`config.mk`:
```
export PLATFORM = sky130hd
export DESIGN_NAME = mux_scan_ctrl
export DESIGN_NICKNAME = d
export VERILOG_FILES = /design/src/rtl/mux_scan_pkg.sv /design/src/rtl/next_chan_pick.sv /design/src/rtl/mux_scan_ctrl.sv
export SDC_FILE = /design/constraint.sdc
export NUM_CORES = 1
export LEC_CHECK = 0
export ABC_CLOCK_PERIOD_IN_PS = 1900
export CELL_PAD_IN_SITES_DETAIL_PLACEMENT = 1
export CELL_PAD_IN_SITES_GLOBAL_PLACEMENT = 1
export CORE_ASPECT_RATIO = 0.9
export CORE_UTILIZATION = 35
export DETAILED_ROUTE_END_ITERATION = 8
export PLACE_DENSITY = 0.66
export SLEW_MARGIN = 40
export SYNTH_ARGS = -nofsm -noshare
export SYNTH_HDL_FRONTEND = slang
export SYNTH_SLANG_ARGS = --single-unit
```
`constraint.sdc`:
```
create_clock -name clk -period 1.9 [get_ports clk]
set_input_delay 0.19 -clock clk [delete_from_list [all_inputs] [get_ports clk]]
set_output_delay 0.19 -clock clk [all_outputs]
set_load 0.01 [all_outputs]
```
`src/rtl/mux_scan_pkg.sv`:
```
// Shared constants for the 4:1 multiplexer scan controller.
// Latency: n/a (constants only).
// Backpressure: n/a.
// Contents: FSM state encoding and the channel count.
package mux_scan_pkg;

  localparam int NCH = 4;

  localparam logic [1:0] IDLE = 2'd0;
  localparam logic [1:0] SCAN = 2'd1;
  localparam logic [1:0] OUT  = 2'd2;

endpackage

```
`src/rtl/next_chan_pick.sv`:
```
// Picks the next enabled channel above cur_i, or the lowest enabled channel when first_i=1.
// Latency: combinational.
// Backpressure: none.
// Ports: mask_i channel mask, cur_i current channel, first_i ignore cur_i,
//        nxt_o picked channel (cur_i when none), last_o no qualifying channel exists.
module next_chan_pick
  import mux_scan_pkg::*;
(
  input  logic [NCH-1:0] mask_i,
  input  logic [1:0]     cur_i,
  input  logic           first_i,
  output logic [1:0]     nxt_o,
  output logic           last_o
);

  // Walk downwards so the lowest qualifying channel is the one that sticks.
  always_comb begin
    nxt_o  = cur_i;
    last_o = 1'b1;
    for (int k = NCH - 1; k >= 0; k--) begin
      if (mask_i[k] && (first_i || (k > int'(cur_i)))) begin
        nxt_o  = 2'(k);
        last_o = 1'b0;
      end
    end
  end

endmodule

```
`src/rtl/mux_scan_ctrl.sv`:
```
// Scans enabled mux channels in ascending order, samples y after DWELL cycles each, emits a nibble frame.
// Latency: frame_valid rises popcount(mask)*DWELL cycles after the start edge; period popcount*DWELL+1.
// Backpressure: valid/ready; stalls in OUT with frame held and mux_y ignored until frame_ready.
// Ports: clk/rst (async high), enable, chan_en mask, mux_y sample input, s1:s0 selects,
//        frame/frame_valid/frame_ready output handshake, busy (SCAN or OUT), frame_cnt accepted frames.
module mux_scan_ctrl
  import mux_scan_pkg::*;
#(
  parameter int DWELL = 4,
  parameter int CW    = 8
) (
  input  logic           clk,
  input  logic           rst,
  input  logic           enable,
  input  logic [NCH-1:0] chan_en,
  input  logic           mux_y,
  output logic           s0,
  output logic           s1,
  output logic [NCH-1:0] frame,
  output logic           frame_valid,
  input  logic           frame_ready,
  output logic           busy,
  output logic [CW-1:0]  frame_cnt
);

  logic [1:0]     state_q, state_d;
  logic [NCH-1:0] mask_q, mask_d;
  logic [NCH-1:0] shadow_q, shadow_d;
  logic [NCH-1:0] frame_q, frame_d;
  logic [1:0]     sel_q, sel_d;
  logic [7:0]     dwell_q, dwell_d;
  logic           valid_q, valid_d;
  logic [CW-1:0]  cnt_q, cnt_d;

  logic [1:0]     first_chan, next_chan;
  logic           no_chan, next_last;
  logic           start_ok, launch, dwell_done;
  logic [NCH-1:0] shadow_wr;

  // Lowest channel of the incoming mask; no_chan doubles as the chan_en==0 test.
  next_chan_pick u_first (
    .mask_i  (chan_en),
    .cur_i   (2'd0),
    .first_i (1'b1),
    .nxt_o   (first_chan),
    .last_o  (no_chan)
  );

  next_chan_pick u_next (
    .mask_i  (mask_q),
    .cur_i   (sel_q),
    .first_i (1'b0),
    .nxt_o   (next_chan),
    .last_o  (next_last)
  );

  assign start_ok   = enable && !no_chan;
  assign dwell_done = (dwell_q == 8'(DWELL - 1));

  // A new frame starts from IDLE or directly on the OUT handshake edge.
  assign launch = start_ok &&
                  ((state_q == IDLE) || ((state_q == OUT) && valid_q && frame_ready));

  always_comb begin
    shadow_wr        = shadow_q;
    shadow_wr[sel_q] = mux_y;
  end

  always_comb begin
    state_d  = state_q;
    mask_d   = mask_q;
    shadow_d = shadow_q;
    frame_d  = frame_q;
    sel_d    = sel_q;
    dwell_d  = dwell_q;
    valid_d  = valid_q;
    cnt_d    = cnt_q;

    case (state_q)
      IDLE: ;
      SCAN: begin
        if (dwell_done) begin
          shadow_d = shadow_wr;
          dwell_d  = 8'd0;
          if (next_last) begin
            // Frame includes the bit being written on this same edge.
            state_d = OUT;
            frame_d = shadow_wr;
            valid_d = 1'b1;
          end else begin
            sel_d = next_chan;
          end
        end else begin
          dwell_d = dwell_q + 8'd1;
        end
      end
      OUT: begin
        if (valid_q && frame_ready) begin
          valid_d = 1'b0;
          cnt_d   = cnt_q + CW'(1);
          state_d = IDLE;
        end
      end
      default: state_d = IDLE;
    endcase

    if (launch) begin
      state_d  = SCAN;
      mask_d   = chan_en;
      sel_d    = first_chan;
      dwell_d  = 8'd0;
      shadow_d = '0;
    end
  end

  always_ff @(posedge clk or posedge rst) begin
    if (rst) begin
      state_q  <= IDLE;
      mask_q   <= '0;
      shadow_q <= '0;
      frame_q  <= '0;
      sel_q    <= 2'd0;
      dwell_q  <= 8'd0;
      valid_q  <= 1'b0;
      cnt_q    <= '0;
    end else begin
      state_q  <= state_d;
      mask_q   <= mask_d;
      shadow_q <= shadow_d;
      frame_q  <= frame_d;
      sel_q    <= sel_d;
      dwell_q  <= dwell_d;
      valid_q  <= valid_d;
      cnt_q    <= cnt_d;
    end
  end

  assign s0          = sel_q[0];
  assign s1          = sel_q[1];
  assign frame       = frame_q;
  assign frame_valid = valid_q;
  assign busy        = (state_q != IDLE);
  assign frame_cnt   = cnt_q;

endmodule

```
==> impl_metrics.csv <==
group,metric,value,unit
pwr,power_leakage,0.00106,uW
route,remaining_drc_errors,0,
place,globalplace.congestion,0.787,
die,die_y,67.3,um
finish,antenna-diode-count,0,
pwr,p_sw_share,20.5,%
sta,skew_final,5.31,ps
die,rows,23,
route,detail_route.first_pass.iterations,4,
sta,worst_slew_margin_rel,57.0,%
sta,worst_pin_slew,642,ps
clocking,cts_made_buffers,5,
finish,final_cell_count_no_fill,277,
global_route,groute.layer.met1.usage,25.7,%
sta,report.final.hold_viol_count,0,
synth,synth_area_per_cell,10.8,um^2
clocking,worst_skew_pair.late_latency,280,ps
global_route,groute.layer.met2.usage,33.9,%
min_path,hp-class,"input port to async pin",
pwr,internal_power,1190,uW
setup_path,timing.critical_path.required,2070,ps
synth,synth_edf_count,0,
setup_path,length_in_cells_of_the_worst_reg_to_reg_path,6,
sta,drv_slew,0,
setup_path,critical_path.startpoint_type,"flop",
synth,synth.ff_latch_count,32,
status,run_status,"finished with violations",
place,place_worst_setup_slack,-227,ps
synth,post_synth_num_cell_types,42,
clocking,number_of_clock_sinks,32,
pwr,clkPwrFrac,47.8,%
pwr,max-vdd-ir-drop,0.450,mV
finish,layout-drive-gt1-share,28.4,%
die,start_util,36.9,%
clocking,clk_tree_root_cell,"sky130_fd_sc_hd__clkbuf_8",
setup_path,worst-setup-path-type,"flop to flop",
synth,async_flop_share,100,%
place,place_inst,265,
synth,synthesis.yosys.warnings,0,
global_route,antenna_violations_before_repair,0,
job,max_cap_viol_count,0,
route,ant_nets,0,
finish,mostFrequentLayoutCells,"32 x sky130_fd_sc_hd__dfrtp_1, 31 x sky130_fd_sc_hd__buf_4, 24 x sky130_fd_sc_hd__clkdlybuf4s50_1, 12 x sky130_fd_sc_hd__nand2_1, 11 x sky130_fd_sc_hd__inv_1",
route,viasPerCell,5.12,
global_route,largest_net_degree_at_the_start_of_global_routing,33,
die,area_enclosed_by_the_die_boundary,0.00501,mm^2
clocking,cts_htree_levels,2,
sta,setup_tns_after_final_layout,-546,ps
global_route,gr-usage-met3,5.82,%
route,routed-via-count,1419,
global_route,top_usage_layer,"met2",
pwr,power.share.combinational,5.9,%
sta,max_freq,498,MHz
sta,final_critical_path_setup_slack,-108,ps
finish,mostFrequentLayoutCell,"sky130_fd_sc_hd__dfrtp_1",
clocking,clock_path_buffers,2,
clocking,cts_tree,"yes",
global_route,wire_length_of_the_first_global_routing_pass,7450,um
route,drt_wl_total,4440,um
clocking,worst_setup_hold_path_clk_slew,70,ps
setup_path,cp_data_arrival_time,2180,ps
die,fp.dieW,74.5,um
pwr,power_per_cell_area,632,mW/mm^2
finish,finalNetCount,225,
route,detailedRoute.firstIterationViolations,43,
global_route,overflow,0,
finish,layout.filler_cells,522,
pwr,total_power,1500,uW
synth,synth.net_count,165,
global_route,grt_pass1_vias,1521,
sta,final_worst_path_period_share,106,%
sta,finalCriticalPeriod,2010,ps
die,floorplan.core_area,0.00449,mm^2
setup_path,kind_of_end_point_of_the_critical_path,"flop",
status,violations_in_the_final_reports,"negative setup slack",
pwr,seq_power_share,46.3,%
sta,rsz_0062_raised_after_global_routing,"yes",
die,top_level_ports,25,
synth,share_of_the_yosys_chip_area_belonging_to_registers,48.3,%
finish,area_growth,43.2,%
synth,synth.cell_area,0.00166,mm^2
pwr,netSwitchingPower,307,uW
sta,report.final.setup_viol,6,
synth,syn_inst,154,
route,wl_per_cell,16.0,um
setup_path,worstPathMaxFanout,5,
synth,synth-main-ff-cell,"sky130_fd_sc_hd__dfrtp_1",
place,dpl.hpwl,3280,um
global_route,overall_track_demand_over_capacity_in_global_routing,20.3,%
place,placement.io_buffers,24,
[layer usage]
layer,wire length [um],vias up
li1,-,672
met3,131,4
met5,0,-
met4,41,0
met2,2280,18
met1,1990,725
[final timing paths]
| check | slack (ps) | start | to |
|---|---|---|---|
| max | -110 | dwell_q[1] | frame[1] |
| min | 300 | rst | dwell_q[3] |
| max reg2reg | -110 | dwell_q[1] | frame[1] |
| min reg2reg | 470 | frame_cnt[7] | frame_cnt[7] |
| max in group asynchronous | 1310 | rst | frame_cnt[3] |
| min in group clk | 470 | frame_cnt[7] | frame_cnt[7] |
[logic make-up (layout without fill, tap and decap cells)]
logic type,count (synthesis),in the layout,share of synthesized area (%)
fa+ha+maj,2,2,1.51
flops,32,32,48.3
compound gates,33,33,14.0
simple gates,50,50,18.5
xor+xnor,7,7,3.70
buf+inv,14,75,3.40
mux,16,16,10.5
[worst max-delay path, cell delays in order, from the launching register on]
cell	delay (ps)
sky130_fd_sc_hd__dfrtp_1	360
sky130_fd_sc_hd__ha_2	180
sky130_fd_sc_hd__or4b_4	490
sky130_fd_sc_hd__nor4_4	170
sky130_fd_sc_hd__nor3b_4	260
sky130_fd_sc_hd__buf_12	150
sky130_fd_sc_hd__mux2_4	290
[repair_timing]
item | in CTS | in global routing
endpoints found under the setup margin | 11 | 14
pin swaps | 0 | 2
hold buffers | 0 | 0
gates resized for setup | 3 | 1
endpoints found under the hold margin | 0 | 0
buffers inserted | 4 | 0
[flip-flops by register name (all words and copies together) (netlist names)]
register,cells
dwell_q,8
frame,4
state_q,2
shadow_q,4
sel_q,2
frame_valid,1
mask_q,3
frame_cnt,8
[cell type report]
class	instances	area, um^2	area share [%]
multi-input combinational	108	833	35.1
sequential	32	801	33.8
timing repair buffer	56	493	20.8
clock buffer	7	96.3	4.06
tap	62	77.6	3.27
inverter	11	41.3	1.74
clock inverter	1	30.0	1.27
[per-stage QoR]
stage	hold WS, ps	utilization (%)	instance area, um^2
after floorplan	306	-	1670
after CTS	312	52.8	2370
final	296	52.8	2370
after detailed placement	466	48.8	2190
after global routing	343	52.8	2370
after global placement	460	48.7	2190
[power groups by stage]
stage,logic (uW),registers (uW),clock network [uW]
2_1_floorplan,38.8,707,0
3_3_place_gp,85.7,707,0
3_5_place_dp,88.4,707,0
4_1_cts,88.8,694,730
5_1_grt,98.7,696,766
6_report,87.9,695,717
[cells in the mapped netlist, drive strengths merged, types with 5 or more instances]
library cell / number / area (um^2)
dfrtp: 32 / 801
nand2: 12 / 45.0
inv: 11 / 41.3
mux2: 11 / 124
o21ai: 8 / 40.0
a21oi: 7 / 35.0
nand3: 6 / 30.0
xnor2: 6 / 52.6
mux2i: 5 / 50.1
nor2: 5 / 18.8
Power figures use the tool's default switching activity.
